===== config.mk =====
export PLATFORM = sky130hd
export DESIGN_NAME = reg_access_sequencer
export DESIGN_NICKNAME = d
export VERILOG_FILES = /design/src/rtl/reg_access_sequencer.sv
export SDC_FILE = /design/constraint.sdc
export NUM_CORES = 1
export LEC_CHECK = 0
export ABC_AREA = 1
export CORE_MARGIN = 2
export CORE_UTILIZATION = 50
export CTS_BUF_LIST = sky130_fd_sc_hd__clkbuf_8
export CTS_CLUSTER_DIAMETER = 30
export CTS_CLUSTER_SIZE = 14
export DETAILED_ROUTE_END_ITERATION = 10
export DONT_BUFFER_PORTS = 1
export GPL_TIMING_DRIVEN = 0
export PLACE_DENSITY = 0.78
export RECOVER_POWER = 25
export SETUP_SLACK_MARGIN = 0.4
export SYNTH_ARGS = -nofsm -noshare
export SYNTH_HDL_FRONTEND = slang
export SYNTH_SLANG_ARGS = --single-unit

===== constraint.sdc =====
create_clock -name clk -period 2.2 [get_ports clk]
set_input_delay 0.22 -clock clk [delete_from_list [all_inputs] [get_ports clk]]
set_output_delay 0.22 -clock clk [all_outputs]
set_load 0.02 [all_outputs]

===== src/rtl/reg_access_sequencer.sv =====
// Register-file front end: queues writebacks, arbitrates the shared rd pin between
// operand reads and FIFO drains, and forwards pending writes to operand reads.
module reg_access_sequencer #(
  parameter int DATA_W       = 8,
  parameter int ADDR_W       = 1,
  parameter int WB_DEPTH     = 4,
  parameter int STARVE_LIMIT = 4
) (
  input  logic                      clk,
  input  logic                      rst_n,
  input  logic                      rdReqValid,
  output logic                      rdReqReady,
  input  logic [ADDR_W-1:0]         rdReqRd,
  input  logic [ADDR_W-1:0]         rdReqRs,
  output logic                      rspValid,
  output logic [DATA_W-1:0]         rspOp0,
  output logic [DATA_W-1:0]         rspOp1,
  input  logic                      wbValid,
  output logic                      wbReady,
  input  logic [ADDR_W-1:0]         wbAddr,
  input  logic [DATA_W-1:0]         wbData,
  output logic [ADDR_W-1:0]         rfRd,
  output logic [ADDR_W-1:0]         rfRs,
  output logic                      rfRegWrite,
  output logic [DATA_W-1:0]         rfWriteData,
  input  logic [DATA_W-1:0]         rfOutData0,
  input  logic [DATA_W-1:0]         rfOutData1,
  output logic [$clog2(WB_DEPTH):0] pendingCount
);

  localparam int PTR_W = $clog2(WB_DEPTH);
  localparam int CNT_W = PTR_W + 1;
  localparam int STV_W = $clog2(STARVE_LIMIT + 1);
  localparam logic [CNT_W-1:0] FULL_CNT = CNT_W'(WB_DEPTH);
  localparam logic [STV_W-1:0] STV_MAX  = STV_W'(STARVE_LIMIT);

  typedef enum logic [1:0] {ACT_IDLE, ACT_READ, ACT_DRAIN} act_t;

  function automatic logic [STV_W-1:0] sat_inc(input logic [STV_W-1:0] v);
    return (v == STV_MAX) ? v : v + 1'b1;
  endfunction

  logic [ADDR_W-1:0] fifo_addr [WB_DEPTH];
  logic [DATA_W-1:0] fifo_data [WB_DEPTH];
  logic [PTR_W-1:0]  wr_ptr;
  logic [PTR_W-1:0]  rd_ptr;
  logic [CNT_W-1:0]  count;
  logic [STV_W-1:0]  starve;
  act_t              act;
  logic              full;
  logic              starved;
  logic              nonempty;
  logic              push;
  logic              pop;
  logic              read_fire;
  logic [DATA_W-1:0] fwd0;
  logic [DATA_W-1:0] fwd1;
  logic              rsp_vld_p1;
  logic [DATA_W-1:0] rsp_op0_p1;
  logic [DATA_W-1:0] rsp_op1_p1;

  assign full       = (count == FULL_CNT);
  assign starved    = (starve == STV_MAX);
  assign nonempty   = (count != '0);
  assign rdReqReady = !(full || starved);
  assign wbReady    = !full;
  assign push       = wbValid && !full;
  assign pop        = (act == ACT_DRAIN);
  assign read_fire  = (act == ACT_READ);

  // Only one user of the rd pin per cycle; pending writes win when forced or when nobody reads.
  always_comb begin
    act = ACT_IDLE;
    if (full || starved || (nonempty && !rdReqValid)) begin
      act = ACT_DRAIN;
    end else if (rdReqValid) begin
      act = ACT_READ;
    end
  end

  always_comb begin
    rfRegWrite  = 1'b0;
    rfRd        = rdReqRd;
    rfWriteData = '0;
    if (act == ACT_DRAIN) begin
      rfRegWrite  = 1'b1;
      rfRd        = fifo_addr[rd_ptr];
      rfWriteData = fifo_data[rd_ptr];
    end
  end

  assign rfRs = rdReqRs;

  // Walk oldest to newest so the newest matching pending entry overrides the RF value.
  always_comb begin
    fwd0 = rfOutData0;
    fwd1 = rfOutData1;
    for (int i = 0; i < WB_DEPTH; i++) begin
      if (CNT_W'(i) < count) begin
        if (fifo_addr[rd_ptr + PTR_W'(i)] == rdReqRd) fwd0 = fifo_data[rd_ptr + PTR_W'(i)];
        if (fifo_addr[rd_ptr + PTR_W'(i)] == rdReqRs) fwd1 = fifo_data[rd_ptr + PTR_W'(i)];
      end
    end
  end

  always_ff @(posedge clk) begin
    if (push) begin
      fifo_addr[wr_ptr] <= wbAddr;
      fifo_data[wr_ptr] <= wbData;
    end
  end

  always_ff @(posedge clk or negedge rst_n) begin
    if (!rst_n) begin
      wr_ptr <= '0;
      rd_ptr <= '0;
      count  <= '0;
      starve <= '0;
    end else begin
      if (push) wr_ptr <= wr_ptr + 1'b1;
      if (pop)  rd_ptr <= rd_ptr + 1'b1;
      if (push && !pop) begin
        count <= count + 1'b1;
      end else if (pop && !push) begin
        count <= count - 1'b1;
      end
      if (pop || !nonempty) begin
        starve <= '0;
      end else if (read_fire) begin
        starve <= sat_inc(starve);
      end
    end
  end

  // Response stage: operands registered one cycle after the accepting cycle
  always_ff @(posedge clk or negedge rst_n) begin
    if (!rst_n) begin
      rsp_vld_p1 <= 1'b0;
      rsp_op0_p1 <= '0;
      rsp_op1_p1 <= '0;
    end else begin
      rsp_vld_p1 <= read_fire;
      if (read_fire) begin
        rsp_op0_p1 <= fwd0;
        rsp_op1_p1 <= fwd1;
      end
    end
  end

  assign rspValid     = rsp_vld_p1;
  assign rspOp0       = rsp_op0_p1;
  assign rspOp1       = rsp_op1_p1;
  assign pendingCount = count;

endmodule


### Word-level counts from Yosys, hierarchy flattened

Memory sizes are Yosys's and may differ from the RTL's.
Index checks and enable logic that the tools add are counted.
Widths: inputs -> output; s select.

* output and inout bits: 33
* flip-flop bits (word level): 27
* memories: 2
* bits in writable memories: 36
* bits of input ports: 31

* reduce and logical (&&, ||, !) cells: 17
* equal/unequal tests: 13
* mux-type cells: 28
* magnitude comparators: 4
* add/subtract/negate cells: 7

Memories
* fifo_data: words 4, bits a word 8, rd ports 4, clocked after memory_dff 0, write ports 1, RTL line 44 `logic [DATA_W-1:0] fifo_data [WB_DEPTH];`
* fifo_addr: words 4, bits a word 1, rd ports 4, clocked after memory_dff 0, write ports 1, RTL line 43 `logic [ADDR_W-1:0] fifo_addr [WB_DEPTH];`

Operators by type and width (count)
* $mux 8: 17
* $mux 3: 5
* $eq 1x1->1: 8
* $add 3x1->3 const B: 2
* $eq 3x3->1 const B: 2
* $logic_not 1->1: 6
* $lt 1x3->1 const A: 2
* $lt 2x3->1 const A: 2
* $mux 1: 5
* $add 2x1->2 const B: 2
* $add 2x2->2 const B: 2
* $logic_and 1x1->1: 4
* $reduce_bool 2->1: 2
* $logic_or 1x1->1: 3
* $reduce_bool 3->1: 1
* $sub 3x1->3 const B: 1
* $eq 2x1->1 const B: 1
* $eq 2x2->1 const B: 1
* $mux 2: 1
* $ne 2x1->1 const B: 1
* $reduce_and 2->1: 1

### Depth between registers and ports, before layout

An unclocked memory read counts as a cell.

* word-level depth: 10
* depth in mapped cells: 15

### Least setup slack after synthesis

OpenSTA, ideal clock, no wires.

* path type: register -> register
* start point: register count[0] (netlist: pendingCount[0])
* end point: register count[2] (netlist: pendingCount[2])
* data arrival time: 2.480 ns
* setup slack: -0.399 ns
* clock period less this slack: 2.599 ns
* cell stages (with the launch flop): 12
* library setup time: 0.119 ns
* buffers on the path: 1
* cells stage by stage: dfrtp_1 -> inv_1 -> ha_1 -> nand2_1 -> nand2_1 -> a21oi_1 -> clkbuf_1 -> ha_1 -> nor2_1 -> o21ai_0 -> xor2_1 -> inv_1

RTL lines
* start, declared: RTL line 47 `logic [CNT_W-1:0] count;`
* start signal, assigned: RTL line 123 `count <= count + 1'b1;`
* start signal, assigned: RTL line 125 `count <= count - 1'b1;`
* $eq 3x3->1 (*): RTL line 62 `assign full = (count == FULL_CNT);`
* $logic_not 1->1 (*)
* net wbReady: RTL line 19 `output logic wbReady,`
* $logic_and 1x1->1 (*): RTL line 67 `assign push = wbValid && !full;`
* $logic_not 1->1: RTL line 124 `end else if (pop && !push) begin`
* $logic_and 1x1->1: RTL line 124
* $reduce_bool 2->1 (no source line)

The timed path passes the listed nets; every way through them passes the cells marked *. The select of a mux whose other input is x is not followed.
A chain may end at the register's enable or synchronous reset.

### Worst setup path in the final report

Ends and elaborated chain as after synthesis.

==> summary.txt <==
Status - finished, final reports clean
Yosys cell types - 24
Vias in the first global route - 4322
Initial antenna violation count - 0
Inserted Diodes - 0
DR WL/cell - 16.3 um
Area of the die - 0.00937 mm^2
Hold Path Class - in -> reg
Worst-Skew Late Latency - 360 ps
Req. time, crit path - 2440 ps
Largest stage delay on the critical path - 500 ps
GRT Residual Overflow - 0
Crit share post-route - 95.6%
Slowest stage cell, crit path - dfrtp_2
Slew headroom - 5.42%
Rows - 33
CTS clk-pin slew, worst paths - 80 ps
Layout cells sized above 1 - 21.6%
Crit path time final - 2100 ps
Critical path class - reg -> reg
Seq/Total Area, Yosys - 40.8%
Max-slew violations - 0
Die Height - 96.8 um
CP startpoint kind - flop
Critical R2R Capture - pendingCount[2]
Antenna-violating nets left - 0
Vias/cell - 5.71
Worst reg2reg path startpoint - pendingCount[0]
DRT iter0 DRCs - 445
CP Launch Point - pendingCount[0]
RSZ-0062 raised after global routing - true
Vias - 4559
Syn_area_per_cell - 6.82 um^2
#FFs+latches synth - 63
Cell count after synthesis - 631
Syn_nets - 673
Worst-margin pin slew - 1420 ps
Worst path top cell family by delay - flip-flops
Nets - 731
Hold Crit Start - rdReqValid
Drt pass-1 iters - 5
FILL cells - 620
Clk sinks - 63
Critical path data arrival time - 2340 ps
First-pass GRT wire length - 20100 um
Worst hold path endpoint - starve[0]
Die width - 96.8 um
Placeable Area - 0.00830 mm^2
Gr usage total - 26.5%
Bufs on Longest Clock Path - 2
CP Capture Type - flop
DRC violations left - 0
Hold WS - 38.0 ps
Port bufs - 0
Clock skew - 16.2 ps
Final Hold Violating Endpoints - 0
CTS Buf Count - 9
CP cell instances - inv_4 -> ha_4 -> nand2_8 -> nand2_4 -> a21oi_4 -> buf_12 -> clkbuf_16 -> ha_4 -> nor2_4 -> o21ai_2 -> xor2_1 -> inv_1
Buf/Inv on CP - 4
Max cap viols - 0
Initial core utilization - 51.9%
Peak Freq - 475 MHz
Post-Route WL - 13000 um
Reg2Reg Setup Slack - 100 ps
Worst hold path cell count - 2
Critical Path Most Common Cell - ha_4
Syn. warnings - 0
Hpwl dp - 8440 um
Worst Path Max Fanout - 6
Final setup viols - 0
Ports - 64
Synth Cell Area - 0.00431 mm^2
Worst reg2reg path depth - 12
TritonCTS clock tree - yes
Pin count of the biggest net entering global routing - 28
Final core utilization - 66.0%
Root Buffer - clkbuf_8
H-Tree Depth - 3
Final GP Congestion - 1.06
Layout area overhead - 27.2%
synth_stat cells, drive strengths merged:
| master | count | share of area (%) |
|---|---|---|
| a21boi | 1 | 0.44 |
| edfxtp | 36 | 25 |
| nor2 | 50 | 4.4 |
| xnor2 | 2 | 0.41 |
| nand3 | 68 | 8.4 |
| inv | 85 | 7.5 |
| o21ai | 87 | 10 |
| a21oi | 1 | 0.12 |
| dfrtp | 27 | 16 |
| clkbuf | 8 | 0.70 |
| buf | 18 | 2.5 |
| nand2 | 233 | 21 |
| xor2 | 4 | 0.81 |
| ha | 11 | 3.2 |
registers in the layout (all words and copies together) (netlist names), 2 cells and up:
register and count:
fifo_data 32, rspOp0 8, rspOp1 8, fifo_addr 4, pendingCount 3, starve 3, rd_ptr 2, wr_ptr 2
final cells by class:
class	instances	area (um^2)	share of cell area, %
clock buffer	9	124	2.26
clock inverter	7	50.0	0.914
sequential	63	1760	32.1
tap	105	131	2.40
timing repair buffer	46	403	7.36
multi-input combinational	458	2470	45.0
inverter	85	327	5.96
buffer	26	215	3.93
placed cells by master, fill, tap and decap left out, types with 4 or more instances in the layout:
| cell type | n |
|---|---|
| clkbuf_2 | 7 |
| buf_6 | 11 |
| nor2_1 | 36 |
| o21ai_0 | 49 |
| nand2_1 | 213 |
| buf_4 | 28 |
| nand2_2 | 10 |
| clkinv_4 | 4 |
| xor2_1 | 4 |
| dlygate4sd3_1 | 10 |
| dfrtp_1 | 24 |
| ha_1 | 9 |
| edfxtp_1 | 36 |
| nand3_1 | 54 |
| o21ai_1 | 24 |
| nand3_4 | 4 |
| nor2_4 | 11 |
| o21ai_2 | 12 |
| inv_1 | 80 |
| buf_2 | 6 |
| nand3_2 | 10 |
| nand2_4 | 10 |
| clkbuf_8 | 9 |
per-stage QoR:
stage / area, um^2 / std cells / setup slack, ps / TNS, ps
global route: 5480 / 799 / 10.2 / 0
global placement: 4500 / 736 / 122 / 0
detailed placement: 4500 / 736 / -8.28 / -71.0
floorplan: 4370 / 631 / 353 / 0
finish: 5480 / 799 / 96.0 / 0
CTS: 5280 / 791 / 184 / 0
logic make-up (layout without fill, tap and decap cells):
| kind of cell | Yosys count | after routing | synth area share, % |
|---|---|---|---|
| compound gates | 89 | 89 | 10.8 |
| xor+xnor | 6 | 6 | 1.22 |
| fa+ha+maj | 11 | 11 | 3.20 |
| buf+inv | 111 | 173 | 10.6 |
| flops | 63 | 63 | 40.8 |
| simple gates | 351 | 352 | 33.4 |
timing repair:
action,CTS,global route
hold buffers,11,0
resized for setup,81,62
pin swaps,23,16
gates cloned,3,2
hold endpoints to repair,63,0
buffers inserted,25,6
endpoints found under the setup margin,65,39
worst max path at each step:
stage                      end  depth (start not counted)
2_1_floorplan  pendingCount[2]                         11
3_5_place_dp   fifo_data[1][0]                          5
3_3_place_gp   fifo_data[1][0]                          5
6_report       pendingCount[2]                         12
5_1_grt        pendingCount[2]                         12
4_1_cts         rfWriteData[2]                          8
routing by layer:
layer / global-route usage, % / share of wire [%] / vias up
met5: 0 / 0 / -
met4: 13.7 / 5.9 / 0
met3: 6.50 / 8.9 / 81
met2: 44.6 / 46 / 288
met1: 31.5 / 39 / 2072
li1: - / - / 2118
Power is not shown: default switching activity piles up to over one toggle a cycle in this logic, so the estimate is an artifact.
